## config.mk

```make
export PLATFORM = sky130hd
export DESIGN_NAME = alu_issue_sequencer
export DESIGN_NICKNAME = d
export VERILOG_FILES = /design/src/rtl/alu_issue_sequencer.sv
export SDC_FILE = /design/constraint.sdc
export NUM_CORES = 1
export LEC_CHECK = 0
export BUFFER_PORTS_ARGS = -buffer_cell sky130_fd_sc_hd__buf_2
export CAP_MARGIN = 20
export CORE_AREA = 2 2 137 139
export DETAILED_ROUTE_END_ITERATION = 8
export DIE_AREA = 0 0 139 141
export PLACE_DENSITY = 0.51
export RECOVER_POWER = 25
export SLEW_MARGIN = 10
export SYNTH_ARGS = -nofsm -noshare
export SYNTH_HDL_FRONTEND = slang
export SYNTH_SLANG_ARGS = --single-unit
```

## constraint.sdc

```tcl
create_clock -name CLK -period 1.8 [get_ports CLK]
set_input_delay 0.18 -clock CLK [delete_from_list [all_inputs] [get_ports CLK]]
set_output_delay 0.18 -clock CLK [all_outputs]
set_load 0.05 [all_outputs]
```

## src/rtl/alu_issue_sequencer.sv

```systemverilog
// Issue/writeback sequencer in front of a register file and ALU: takes one
// instruction, drives the read ports and opcode, writes the result back, and returns it.
module alu_issue_sequencer #(
  parameter int DATA_W = 32,
  parameter int ADDR_W = 5,
  parameter int CNT_W  = 16
) (
  input  logic              CLK,
  input  logic              RST_N,
  input  logic              IN_VALID,
  output logic              IN_READY,
  input  logic [17:0]       IN_INSTR,
  input  logic [DATA_W-1:0] IN_IMM,
  output logic [ADDR_W-1:0] A1,
  output logic [ADDR_W-1:0] A2,
  output logic [1:0]        OPCODE,
  input  logic [DATA_W-1:0] ALU_RESULT,
  output logic              WE3,
  output logic [ADDR_W-1:0] A3,
  output logic [DATA_W-1:0] WD3,
  output logic              OUT_VALID,
  input  logic              OUT_READY,
  output logic [DATA_W-1:0] OUT_DATA,
  output logic [ADDR_W-1:0] OUT_RD,
  output logic [CNT_W-1:0]  RETIRED
);

  typedef enum logic [1:0] {
    IDLE = 2'd0,
    EXEC = 2'd1,
    WB   = 2'd2,
    RESP = 2'd3
  } state_e;

  state_e              state_q;
  logic                in_ready_q;
  logic [ADDR_W-1:0]   a1_q, a2_q, a3_q, out_rd_q;
  logic [1:0]          op_q;
  logic                we3_q;
  logic [DATA_W-1:0]   wd3_q, out_data_q;
  logic                out_valid_q;
  logic [CNT_W-1:0]    retired_q;
  logic [CNT_W-1:0]    retired_d;

  logic                instr_li;
  logic [1:0]          instr_op;
  logic [ADDR_W-1:0]   instr_rd, instr_rs1, instr_rs2;

  assign instr_li  = IN_INSTR[17];
  assign instr_op  = IN_INSTR[16:15];
  assign instr_rd  = ADDR_W'(IN_INSTR[14:10]);
  assign instr_rs1 = ADDR_W'(IN_INSTR[9:5]);
  assign instr_rs2 = ADDR_W'(IN_INSTR[4:0]);

  // Counter wraps naturally at 2^CNT_W.
  assign retired_d = retired_q + CNT_W'(1);

  always_ff @(posedge CLK or negedge RST_N) begin
    if (!RST_N) begin
      state_q     <= IDLE;
      in_ready_q  <= 1'b1;
      a1_q        <= '0;
      a2_q        <= '0;
      op_q        <= '0;
      we3_q       <= 1'b0;
      a3_q        <= '0;
      wd3_q       <= '0;
      out_valid_q <= 1'b0;
      out_data_q  <= '0;
      out_rd_q    <= '0;
      retired_q   <= '0;
    end else begin
      case (state_q)
        IDLE: begin
          if (IN_VALID && in_ready_q) begin
            in_ready_q <= 1'b0;
            a3_q       <= instr_rd;
            if (instr_li) begin
              wd3_q   <= IN_IMM;
              we3_q   <= 1'b1;
              state_q <= WB;
            end else begin
              // Read ports only move for ALU ops, so they stay put across LI.
              a1_q    <= instr_rs1;
              a2_q    <= instr_rs2;
              op_q    <= instr_op;
              state_q <= EXEC;
            end
          end
        end
        EXEC: begin
          wd3_q   <= ALU_RESULT;
          we3_q   <= 1'b1;
          state_q <= WB;
        end
        WB: begin
          we3_q       <= 1'b0;
          out_valid_q <= 1'b1;
          out_data_q  <= wd3_q;
          out_rd_q    <= a3_q;
          state_q     <= RESP;
        end
        RESP: begin
          if (OUT_READY) begin
            out_valid_q <= 1'b0;
            retired_q   <= retired_d;
            in_ready_q  <= 1'b1;
            state_q     <= IDLE;
          end
        end
        default: begin
          state_q    <= IDLE;
          in_ready_q <= 1'b1;
          we3_q      <= 1'b0;
        end
      endcase
    end
  end

  assign IN_READY  = in_ready_q;
  assign A1        = a1_q;
  assign A2        = a2_q;
  assign OPCODE    = op_q;
  assign WE3       = we3_q;
  assign A3        = a3_q;
  assign WD3       = wd3_q;
  assign OUT_VALID = out_valid_q;
  assign OUT_DATA  = out_data_q;
  assign OUT_RD    = out_rd_q;
  assign RETIRED   = retired_q;

endmodule

```

==> out/results.md <==
| Result | Value |
|:---|:---|
| Outcome | finished, final reports clean |
| Fill count | 1873 |
| Antenna viol nets, final | 0 |
| Cell Area, Synth | 0.004477 mm^2 |
| Floorplan Core Area | 0.01827 mm^2 |
| Number of enable-type register cells in the synthesized netlist | 0 |
| TritonCTS Sinks | 107 |
| Largest net degree at the start of global routing | 105 |
| Area Growth Syn to Fin | 37.26% |
| Psw | 6.782 mW |
| Total length of routed wires | 10980 um |
| Die ar. | 0.01960 mm^2 |
| Mean routed wirelength per cell | 14.08 um |
| Height of the chip | 141 um |
| Type of element capturing the critical path | flop |
| Overall via count from detail_route | 3310 |
| Required time worst endpoint | 2.03 ns |
| Transition at the pin with the smallest max-transition slack | 0.9398 ns |
| Number of warning messages in the yosys log | 0 |
| Final net count | 632 |
| Fraction of the yosys area taken by sequential cells | 59.84% |
| Wire length of the first global-routing pass | 18200 um |
| Number of instances in the synthesized netlist | 339 |
| Average instance area after synthesis | 13.21 um^2 |
| Highest achievable clock rate | 597.4 MHz |
| RSZ-0062 raised after global routing | true |
| Total power | 13.53 mW |
| Leak pwr | 3.132 nW |
| Global placement routability congestion | 0.7279 |
| Die Wd | 139 um |
| Library cells used by synthesis | 31 |
| Final sum of negative setup slack | 0 ns |
| # port buffers | 190 |
| Number of hold violations in the final report | 0 |
| Effective utilization at floorplan | 24.51% |
| Layout cell share with drive strength beyond 1 | 52.38% |
| Combinational cell fraction of total power | 55.3% |
| Detailed-route DRC error count | 0 |
| Hold/Removal Path Class | in2reg |
| Total grt overflow | 0 |
| Area fraction of the dominant cell type after synthesis | 59.25% |
| Clock insertion delay at the later pin of the skew report | 0.35 ns |
| Number of antenna violations at the first check in global routing | 0 |
| Antenna diode instance count | 0 |
| Async S/R FF share, synth | 100.0% |
| Global-route total usage across every layer | 11.66% |
| Relative contribution of the clock network to total power | 14.5% |
| Power density normalized to cell area | 2202 mW/mm^2 |
| Max-cap check violation count | 0 |
| Deepest clock path buffer count | 2 |
| Count of H-tree levels built during CTS | 3 |
| Worst slew margin relative to its limit | 37.35% |
| Final core utilization | 33.64% |
| Setup skew after layout | 0.008708 ns |
| Crit start category | flop |
| Number of buffers created by CTS | 9 |
| Setup-violating endpoint count in the final report | 0 |
| Cell taking the most area after synthesis | dfrtp_1 |
| Peak fanout along the critical path | 5 |
| Worst ir drop on vdd | 1005 uV |
| Arrival time at the worst endpoint | 1.90 ns |
| Vias in the first global route | 3492 |
| Final-layout worst hold slack | 0.05424 ns |
| Final Critical Period | 1.674 ns |
| DRC violation total after the first TritonRoute iteration | 78 |
| Clock tree from TritonCTS | yes |
| Clock-pin slew on the worst setup and hold paths | 0.08 ns |
| Worst Setup Path Type | reg2reg |
| Max-slew violations | 0 |
| Clock tree root buffer cell | clkbuf_16 |
| Nets in the synthesized netlist | 430 |
| Length of the first detailed-routing pass in iterations | 4 |
| Cell-internal power | 6.746 mW |
| I/O pin total | 191 |
| Drt via density | 4.244 |
| Sw Ratio | 50.14% |
| Flop pwr share | 30.2% |
| Synthesized flop and latch total | 107 |
| # rows | 50 |
| Top_reg_cell synth | dfrtp_1 |
| Post-DP HPWL | 8036 um |
| Cell types with the largest area share after synthesis | dfrtp_1 59%, mux2_2 11%, mux2i_1 7.2%, o21ai_0 3.7%, nand2_1 3.4% |
| Ratio of final minimum period to clock period | 93.00% |
==> final timing paths <==
| check | start | end | slack, ns | cells past startpoint |
|---|---|---|---|---|
| min | IN_INSTR[11] | A3[1]$_DFFE_PN0P_ | 0.05 | 2 |
| max | state_q[0]$_DFFE_PN0P_ | RETIRED[7]$_DFFE_PN0P_ | 0.13 | 6 |
| max in group asynchronous | RST_N | RETIRED[4]$_DFFE_PN0P_ | 0.44 | 3 |
| min in group asynchronous | RST_N | OUT_DATA[11]$_DFFE_PN0P_ | 0.19 | 2 |
| min reg2reg | RETIRED[15]$_DFFE_PN0P_ | RETIRED[15]$_DFFE_PN0P_ | 0.48 | 1 |
| max reg2reg | state_q[0]$_DFFE_PN0P_ | RETIRED[7]$_DFFE_PN0P_ | 0.13 | 6 |
==> per-stage QoR <==
stage                     cells  instance area [um^2]  setup WS, ns
after floorplan             339                  4477       0.05625
after global placement      761                  5808       0.09642
after detailed placement    761                  5808       0.01044
after CTS                   780                  6141       0.03574
after global routing        780                  6145     -0.006115
final                       780                  6145        0.1261
==> kinds of logic (layout without fill, tap and decap cells) <==
group / count (synthesis) / in the layout / synth area share (%)
compound gates: 42 / 42 / 5.031
xor+xnor: 15 / 15 / 2.935
fa+ha+maj: 5 / 5 / 1.397
buf+inv: 19 / 226 / 2.012
flops: 107 / 107 / 59.84
mux: 87 / 87 / 21.83
simple gates: 64 / 64 / 6.959
==> registers in the layout (all words and copies together), names as in the netlist <==
signal     count
OPCODE         2
A1             5
WE3            1
A3             5
state_q        2
OUT_RD         5
A2             5
OUT_VALID      1
RETIRED       16
WD3           32
IN_READY       1
OUT_DATA      32
==> cell type report <==
type,instances,area (um^2),area share [%]
flip-flops and latches,107,2679,43.60
multi-input cells,213,1737,28.26
repair buffers,206,1126,18.33
well taps,234,292.8,4.765
clock buffers,10,239.0,3.889
clock inverters,6,56.30,0.9163
inverters,4,15.01,0.2443
==> synthesized netlist by cell type (2+ instances only) <==
cell	number
a21oi_1	4
and3_1	2
and4_1	5
buf_1	3
buf_2	7
clkbuf_1	2
clkbuf_2	2
dfrtp_1	106
ha_1	5
inv_1	4
mux2_2	45
mux2_4	10
mux2i_1	32
nand2_1	41
nand3_1	4
nand4_1	5
nor2_1	3
o21ai_0	33
xnor2_1	13
xor2_1	2
==> worst max-delay path: stages (launching register included) <==
cell	delay, ns
dfrtp_1	0.40
buf_4	0.15
ha_1	0.23
and4_1	0.23
and4_4	0.22
and3_1	0.19
xor2_1	0.14
==> layout by cell type, fill, tap and decap left out, types with 2 or more instances in the layout <==
master     synthesis  layout
nor2_1             3       3
inv_1              4       3
nand3_1            4       4
ha_2               0       2
xnor2_1           13      13
xor2_1             2       2
buf_12             0       4
nand2_1           41      41
a21oi_1            4       4
inv_8              0       2
inv_6              0       2
mux2i_1           32      32
and4_1             5       3
nand4_1            5       5
mux2_2            45      45
clkbuf_16          0       9
mux2_4            10      10
buf_2              7     189
o21ai_0           33      32
ha_1               5       2
buf_4              0      10
dfrtp_1          106     106
and3_1             2       2
==> power groups by stage <==
| stage | registers (mW) | logic, mW | clock network, mW |
|---|---|---|---|
| finish | 4.09 | 7.47 | 1.96 |
| global route | 4.26 | 7.96 | 2.17 |
| CTS | 4.11 | 7.57 | 2.06 |
| detailed placement | 4.14 | 7.50 | 0 |
| global placement | 4.12 | 7.39 | 0 |
| floorplan | 7.44 | 2.15 | 0 |
==> per-layer routing <==
layer | track usage (%) | wire length (um) | vias to the layer above
met5 | 0 | 0 | -
met4 | 5.423 | 280 | 0
met3 | 3.533 | 718 | 15
met2 | 18.77 | 5266 | 113
met1 | 14.42 | 4718 | 1587
li1 | - | - | 1595
==> timing repair <==
action / in CTS / in global routing
endpoints found under the setup margin: 2 / 45
hold buffers: 1 / 0
buffers inserted: 2 / 0
resized for setup: 0 / 7
endpoints found under the hold margin: 106 / 0
pin swaps: 0 / 1
(Power assumes the default switching activity.)
